### src/rtl/tmr_vote_pkg.sv
// rtl/tmr_vote_pkg.sv - shared lane codes, FSM state type and lane classifier
package tmr_vote_pkg;

    typedef enum logic [1:0] {
        LANE_MULTI = 2'd0,
        LANE_A     = 2'd1,
        LANE_B     = 2'd2,
        LANE_C     = 2'd3
    } lane_e;

    typedef enum logic {
        ST_IDLE,
        ST_REPORT
    } state_e;

    // A single disagreeing copy is named; outliers spread over several copies
    // (in different bits) collapse to LANE_MULTI.
    function automatic lane_e lane_of(input logic hit_a, input logic hit_b, input logic hit_c);
        case ({hit_a, hit_b, hit_c})
            3'b100:  return LANE_A;
            3'b010:  return LANE_B;
            3'b001:  return LANE_C;
            default: return LANE_MULTI;
        endcase
    endfunction

endpackage

### src/rtl/tmr_vote_core.sv
// rtl/tmr_vote_core.sv - combinational bitwise majority vote with per-copy outlier masks
// Ports:
//   in_a/in_b/in_c : the three copies
//   maj            : bitwise majority
//   d_a/d_b/d_c    : bits where each copy disagrees with the majority
module tmr_vote_core #(
    parameter int WIDTH = 8
) (
    input  logic [WIDTH-1:0] in_a,
    input  logic [WIDTH-1:0] in_b,
    input  logic [WIDTH-1:0] in_c,
    output logic [WIDTH-1:0] maj,
    output logic [WIDTH-1:0] d_a,
    output logic [WIDTH-1:0] d_b,
    output logic [WIDTH-1:0] d_c
);

    assign maj = (in_a & in_b) | (in_a & in_c) | (in_b & in_c);
    assign d_a = in_a ^ maj;
    assign d_b = in_b ^ maj;
    assign d_c = in_c ^ maj;

endmodule

### src/rtl/tmr_vote_scrubber.sv
// rtl/tmr_vote_scrubber.sv - TMR voter with per-lane refresh strobes and error reporting
// Ports:
//   clk, rst                : clock, synchronous active-high reset
//   in_a/in_b/in_c          : triplicated state copies
//   voted_out               : registered majority
//   fix_a/fix_b/fix_c       : one-cycle reload strobes per copy
//   err_valid/err_ready     : error report handshake
//   err_lane/err_mask       : report payload (lane code, disagreeing bits)
//   err_count               : saturating count of mismatch cycles
//   err_lost                : sticky, event dropped while a report was pending
//   err_clr                 : clears err_count and err_lost
module tmr_vote_scrubber
    import tmr_vote_pkg::*;
#(
    parameter int WIDTH = 8,
    parameter int CNT_W = 8
) (
    input  logic             clk,
    input  logic             rst,
    input  logic [WIDTH-1:0] in_a,
    input  logic [WIDTH-1:0] in_b,
    input  logic [WIDTH-1:0] in_c,
    output logic [WIDTH-1:0] voted_out,
    output logic             fix_a,
    output logic             fix_b,
    output logic             fix_c,
    output logic             err_valid,
    input  logic             err_ready,
    output logic [1:0]       err_lane,
    output logic [WIDTH-1:0] err_mask,
    output logic [CNT_W-1:0] err_count,
    output logic             err_lost,
    input  logic             err_clr
);

    localparam logic [CNT_W-1:0] CNT_MAX = '1;
    localparam logic [CNT_W-1:0] CNT_ONE = {{(CNT_W-1){1'b0}}, 1'b1};

    logic [WIDTH-1:0] maj, d_a, d_b, d_c;
    logic             mism;
    lane_e            lane_now;

    state_e state, state_next;
    logic   capture;
    logic   set_lost;

    tmr_vote_core #(.WIDTH(WIDTH)) u_core (
        .in_a (in_a),
        .in_b (in_b),
        .in_c (in_c),
        .maj  (maj),
        .d_a  (d_a),
        .d_b  (d_b),
        .d_c  (d_c)
    );

    assign mism     = |(d_a | d_b | d_c);
    assign lane_now = lane_of(|d_a, |d_b, |d_c);

    assign err_valid = (state == ST_REPORT);

    always_comb begin
        state_next = state;
        capture    = 1'b0;
        set_lost   = 1'b0;
        case (state)
            ST_IDLE: begin
                if (mism) begin
                    state_next = ST_REPORT;
                    capture    = 1'b1;
                end
            end
            ST_REPORT: begin
                if (err_ready) begin
                    // Accepting and re-arming in the same cycle avoids a bubble
                    // between back-to-back reports.
                    capture    = mism;
                    state_next = mism ? ST_REPORT : ST_IDLE;
                end else if (mism) begin
                    set_lost = 1'b1;
                end
            end
            default: state_next = ST_IDLE;
        endcase
    end

    always_ff @(posedge clk) begin
        if (rst) begin
            state     <= ST_IDLE;
            voted_out <= '0;
            fix_a     <= 1'b0;
            fix_b     <= 1'b0;
            fix_c     <= 1'b0;
            err_lane  <= LANE_MULTI;
            err_mask  <= '0;
            err_count <= '0;
            err_lost  <= 1'b0;
        end else begin
            state     <= state_next;
            voted_out <= maj;
            // Repair is independent of the report channel: every mismatch
            // cycle refreshes the offending copies even if the report is lost.
            fix_a     <= |d_a;
            fix_b     <= |d_b;
            fix_c     <= |d_c;
            if (capture) begin
                err_lane <= lane_now;
                err_mask <= d_a | d_b | d_c;
            end
            if (err_clr) begin
                err_count <= '0;
                err_lost  <= 1'b0;
            end else begin
                if (mism && err_count != CNT_MAX) begin
                    err_count <= err_count + CNT_ONE;
                end
                if (set_lost) begin
                    err_lost <= 1'b1;
                end
            end
        end
    end

endmodule

### config.mk
export PLATFORM = sky130hd
export DESIGN_NAME = tmr_vote_scrubber
export DESIGN_NICKNAME = d
export VERILOG_FILES = /design/src/rtl/tmr_vote_pkg.sv /design/src/rtl/tmr_vote_core.sv /design/src/rtl/tmr_vote_scrubber.sv
export SDC_FILE = /design/constraint.sdc
export NUM_CORES = 1
export LEC_CHECK = 0
export CORE_MARGIN = 2
export CORE_UTILIZATION = 35
export DETAILED_ROUTE_END_ITERATION = 7
export GPL_TIMING_DRIVEN = 0
export PLACE_DENSITY = 0.73
export SYNTH_ARGS = -nofsm -noshare
export SYNTH_HDL_FRONTEND = slang
export SYNTH_SLANG_ARGS = --single-unit
### constraint.sdc
create_clock -name clk -period 2.95 [get_ports clk]
set_input_delay 0.4425 -clock clk [delete_from_list [all_inputs] [get_ports clk]]
set_output_delay 0.4425 -clock clk [all_outputs]
set_load 0.02 [all_outputs]
==> results of run 1 <==
critical path, stage by stage:
cell	delay [ps]
clkdlybuf4s50_1	520
nor3_1	300
o22ai_1	180
nor4_4	470
clkbuf_1	350
nor2_1	130
xnor2_1	150
nor2_1	50
cells by family after synthesis:
kind of cell / Yosys count / synth area share [%]
and+or+nand+nor: 111 / 39.32
buffers and inverters: 8 / 1.761
DFF: 31 / 34.95
adders and majority gates: 1 / 0.7046
AOI/OAI and AO/OA: 56 / 19.17
xor gates and xnor gates: 6 / 2.960
muxes: 2 / 1.128
final cells by class:
| class | instances | area, um^2 | area share [%] |
|---|---|---|---|
| multi-input cells | 176 | 1124 | 44.46 |
| flip-flops and latches | 31 | 620.6 | 24.55 |
| repair buffers | 58 | 580.6 | 22.97 |
| well taps | 67 | 83.83 | 3.317 |
| clock buffers | 6 | 82.58 | 3.267 |
| plain buffers | 6 | 23.77 | 0.9406 |
| inverters | 2 | 7.507 | 0.2970 |
| clock inverters | 1 | 5.005 | 0.1980 |
cells in the mapped netlist (2+ instances only):
master,n
or3b_2,16
nand3b_1,17
a21o_1,8
mux2i_1,2
or3_1,3
a21oi_1,19
nand4_1,9
nand3_1,3
dfxtp_1,31
inv_1,2
xor2_1,4
or4_1,6
clkbuf_1,4
nor3_1,9
xnor2_1,2
nand2_1,12
a22o_1,2
nor2_1,18
nor4_1,2
a22oi_1,2
and3_1,9
o22ai_1,4
o21ai_0,17
power breakdown:
group / total, mW / internal (mW) / switching, mW
Sequential: 0.452 / 0.442 / 0.0101
Clock: 0.337 / 0.183 / 0.155
Combinational: 0.240 / 0.120 / 0.120
Total: 1.03 / 0.745 / 0.285
final timing paths:
| path | start | endpoint | cells past startpoint |
|---|---|---|---|
| worst max-delay path | in_b[7] | err_count[0] | 8 |
| worst min register to register | err_lane[1] | err_lane[1] | 2 |
| worst min-delay path | err_lane[1] | err_lane[1] | 2 |
| worst max register to register | err_valid | err_mask[4] | 5 |
state kept, by name, indices dropped and copies added, names as in the netlist:
name       count
err_count      8
err_lane       2
err_lost       1
err_mask       8
err_valid      1
fix_a          1
fix_b          1
fix_c          1
voted_out      8
metrics by stage:
step                cells  setup slack, ps  utilization [%]
floorplan             215             1059                -
global placement      340            232.0            50.65
detailed placement    340            229.8            50.65
CTS                   347            526.6            52.47
global route          347            290.5            52.47
finish                347            514.8            52.47
layer usage:
layer | GRT usage (%) | share of wire, % | up-vias
li1 | - | - | 947
met1 | 22.76 | 45 | 819
met2 | 28.75 | 48 | 52
met3 | 5.890 | 6.6 | 6
met4 | 5.068 | 1.0 | 0
met5 | 0 | 0 | -
==> key figures, run 1 <==
Setup path
  – Highest net fanout along the worst path: 10
  – CP Capture Type: register
  – Required time of the critical path: 3110 ps
  – Crit path DAT: 2600 ps
  – Startpoint Class: input pin
  – Crit path kind: input pin to register
  – Reg2reg setup slack: 1390 ps

Floorplanning
  – Die height: 75.23 um
  – Initial core utilization: 36.86%
  – Core region area: 4817 um^2
  – DIE WIDTH: 75.23 um
  – Num rows: 25
  – Number of top-level pins: 59
  – Die area: 5659 um^2

Yosys
  – Synth warnings: 0
  – Yosys reg bits: 31
  – Post-synthesis cell type count: 37
  – Async S/R FF share, synth: 0%
  – Avg Cell Area, Syn: 8.258 um^2
  – Post-Syn Nets: 244
  – Post-synth top area share: 34.95%
  – Synth Instances: 215
  – Largest area contributor in the netlist: dfxtp_1
  – Number of flops mapped to enable cells by yosys: 0
  – Main synth FF type: dfxtp_1
  – Cell Area, Synth: 1775 um^2
  – Main area contributors after synthesis: dfxtp_1 35%, or3b_2 7.9%, nand3b_1 7.2%
  – Sequential-to-total area share from yosys stat: 34.95%

Detailed routing
  – Residual DRC count: 0
  – Initial DRC Count: 72
  – Vias: 1824
  – Routed Antenna Nets: 0
  – Vias/cell: 5.256
  – Detailed Routing Iterations Pass 1: 4
  – Final WL: 4587 um
  – Drt wl/cell: 13.22 um

STA
  – Hold Slack: 475.7 ps
  – Slew Limit Fails: 0
  – Worst Tran Pin Value: 598.9 ps
  – Slew headroom: 59.70%
  – Final hold vios: 0
  – Fin crit period: 2435 ps
  – Fmax: 410.6 MHz
  – Final Skew: 3.261 ps
  – Setup_tns: 0 ps
  – Period Utilization, post-route: 82.55%
  – RSZ-0062 raised after global routing: no
  – Setup violators final: 0

Cells and area
  – Layout area overhead: 42.35%
  – Final Instance Area: 2527 um^2
  – Filler cells: 494
  – Nets: 309
  – Commonest non-fill, non-tap cells in the layout: 58 x clkdlybuf4s50_1, 31 x dfxtp_1, 19 x a21oi_1, 18 x nor2_1
  – Share of layout cells above drive strength 1: 10.36%
  – Commonest non-fill, non-tap cell in the layout: clkdlybuf4s50_1
  – ANT cells: 0

Global route
  – First-pass GRT wire length: 7700 um
  – Grt total ovfl: 0
  – Tot GR Track Use: 17.79%
  – Largest net degree at the start of global routing: 11
  – Initial antenna violation count: 0
  – Number of global-route vias before repair: 1686

Power
  – VDD IR max: 0.0002447 V
  – Leakage: 0.9268 nW
  – Cell Pwr Density: 407.2 nW/um^2
  – Pwr Total: 1.029 mW

Clock network
  – Num CTS Buffers: 5
  – CTS tree: yes
  – Worst-skew pair later-pin latency: 280 ps
  – Max clock buf depth: 2
  – # clock sinks: 31
  – CTS H-tree lvls: 2
  – Post-CTS Setup Inserts: 0
  – Post-CTS sizing: 0
  – CTS root buf: clkbuf_8
  – Hold-fix buffers, CTS: 0
  – Clock transition at path regs: 60 ps

Placement
  – Routability cong.: 0.8592
  – Dpl cell area: 2440 um^2
  – Dpl hpwl: 3498 um
  – Port Buffers: 58

Run status
  – Status: finished clean

Hold path
  – Min-delay worst type: register to register

Flow run
  – Max Cap Viol: 0
Note: power is estimated with default switching activity, not from simulation.
==> inputs of run 2 (changes only) <==
- clock period: 2.95 -> 2.3 ns (I/O delays scaled with it)
==> key figures, run 2 (synthesized netlist as in run 1, its figures left out) <==
Power
  – Switching part of the total power: 28.47%
  – Combinational cell fraction of total power: 23.6%
  – Cell Pwr Density: 502.9 nW/um^2
  – Pwr Total: 1.335 mW
  – Clock power share: 32.9%
  – Sw Pwr: 0.3800 mW
  – Leakage: 1.149 nW
  – Int Power: 0.9548 mW
  – Flop pwr share: 43.4%
  – VDD IR max: 0.0003204 V

Cells and area
  – Non-filler cells, final: 348
  – ANT cells: 0
  – Layout area overhead: 49.47%
  – Commonest non-fill, non-tap cell in the layout: clkdlybuf4s50_1
  – Util after Layout: 55.09%
  – Share of layout cells above drive strength 1: 15.30%
  – Top flop regs: err_count: 8 flops, err_mask: 8 flops, voted_out: 8 flops
  – Nets: 310
  – Commonest non-fill, non-tap cells in the layout: 38 x clkdlybuf4s50_1, 31 x dfxtp_1, 20 x dlymetal6s2s_1, 19 x a21oi_1, 18 x nor2_1

Floorplanning
  – Core region area: 4817 um^2
  – Initial core utilization: 36.86%
  – DIE WIDTH: 75.23 um
  – Num rows: 25
  – Die height: 75.23 um
  – Die area: 5659 um^2
  – Number of top-level pins: 59

Setup path
  – Startpoint Class: input pin
  – CP Capture Type: register
  – Top delay family on crit path: simple AND/OR/NAND/NOR gates
  – Required time of the critical path: 2520 ps
  – CP Buf/Inv Count: 2
  – CP Cell Sequence: clkdlybuf4s50_1, and3_1, o22ai_1, or4_1, buf_2, nand3_1, or3_1, a21oi_1
  – Worst Setup SP: in_a[6]
  – Highest net fanout along the worst path: 9
  – Crit path DAT: 2360 ps
  – Slowest CP cell: clkdlybuf4s50_1
  – Crit path kind: input pin to register
  – CP peak stage delay: 540 ps
  – Reg-to-reg startpoint: err_valid

Clock network
  – CTS root buf: clkbuf_8
  – Max clock buf depth: 2
  – CTS H-tree lvls: 2
  – Worst-skew pair later-pin latency: 290 ps
  – # clock sinks: 31
  – Hold-fix buffers, CTS: 0
  – Num CTS Buffers: 5
  – Clock transition at path regs: 60 ps
  – CTS tree: yes

Placement
  – Routability cong.: 0.8592
  – Placed insts: 340
  – Dpl hpwl: 3498 um
  – Placement Setup Slack: -322.7 ps
  – Port Buffers: 58

Global route
  – Grt total ovfl: 0
  – First-pass GRT wire length: 7700 um
  – Number of global-route vias before repair: 1686
  – Initial antenna violation count: 0
  – Tot GR Track Use: 17.79%
  – Largest net degree at the start of global routing: 11

Hold path
  – Min-delay worst type: input pin to register
  – HP Start: in_a[1]

Detailed routing
  – Drt wl/cell: 13.64 um
  – Initial DRC Count: 73
  – Detailed Routing Iterations Pass 1: 4
  – Vias: 1842
  – Residual DRC count: 0
  – M1 WL: 2152 um
  – Routed Antenna Nets: 0
  – Vias/cell: 5.293
  – Highest routed layer: met4
  – Final WL: 4748 um
  – Met2 routed WL: 2265 um
  – Met3 wire length: 283 um

STA
  – Slew Limit Fails: 0
  – Final Skew: 3.758 ps
  – Fmax: 468.5 MHz
  – Slew headroom: 62.81%
  – Setup violators final: 0
  – Final WS setup: 165.5 ps
  – Worst Tran Pin Value: 556.8 ps
  – RSZ-0062 raised after global routing: yes
  – Final hold vios: 0
  – Period Utilization, post-route: 92.80%
  – Fin crit period: 2134 ps

Flow run
  – Max Cap Viol: 0

Run status
  – Status: finished clean
==> run 2: cell count changes in the layout (fill, tap and decap cells not counted), moves of 8 or more <==
cell / previous run / this run
nor3_2: 0 / 8
dlymetal6s2s_1: 0 / 20
nor3_1: 9 / 1
clkdlybuf4s50_1: 58 / 38
==> run 2: path summary, 6_finish.rpt <==
path                   to  slack [ps]  depth (start not counted)
min          voted_out[1]         440                          3
max reg2reg   err_mask[4]         710                          5
max          err_count[7]         170                          8
min reg2reg   err_lane[1]         480                          2
==> run 2: metal layers <==
layer,global-route usage (%),up-vias
li1,-,948
met5,0,-
met4,5.068,0
met2,28.75,47
met3,5.890,6
met1,22.76,841
==> run 2: worst reg2reg max path: stages (launching register included) <==
cell      delay, ps
dfxtp_1         320
nor2b_1         470
clkbuf_1        380
o21ai_0         160
o41a_1          130
nor2_1           80
==> run 2: cell type report <==
type,count,area (um^2)
fill,478,2163
multi-input combinational,176,1189
timing repair buffer,59,638.1
sequential,31,620.6
tap,67,83.83
clock buffer,6,82.58
buffer,6,27.53
inverter,2,7.507
clock inverter,1,5.005
==> run 2: per-stage QoR <==
step	area, um^2	setup TNS [ps]	hold slack, ps
finish	2654	0	444.3
global route	2654	-30.33	469.5
CTS	2529	0	483.8
detailed placement	2440	-3529	473.9
global placement	2440	-3182	465.6
floorplan	1775	0	461.9
==> run 2: what timing repair did <==
| item | 4_1_cts | 5_1_grt |
|---|---|---|
| setup endpoints to repair | 1 | 12 |
| hold endpoints to repair | 0 | 0 |
| resized for setup | 1 | 35 |
| buffers inserted | 0 | 1 |
| pin swaps | 0 | 1 |
==> run 2: power groups by stage <==
stage | registers (mW) | clock network, mW | logic, mW
2_1_floorplan | 0.627 | 0 | 0.110
3_3_place_gp | 0.592 | 0 | 0.302
3_5_place_dp | 0.591 | 0 | 0.308
4_1_cts | 0.580 | 0.450 | 0.309
5_1_grt | 0.582 | 0.471 | 0.345
6_report | 0.580 | 0.440 | 0.315
==> inputs of run 3 (changes only) <==
- CTS_BUF_LIST: not set -> sky130_fd_sc_hd__clkbuf_8
- SLEW_MARGIN: not set -> 20
==> results of run 3 <==
Same layout as run 2: the final DEF is identical, and so are final timing and power.
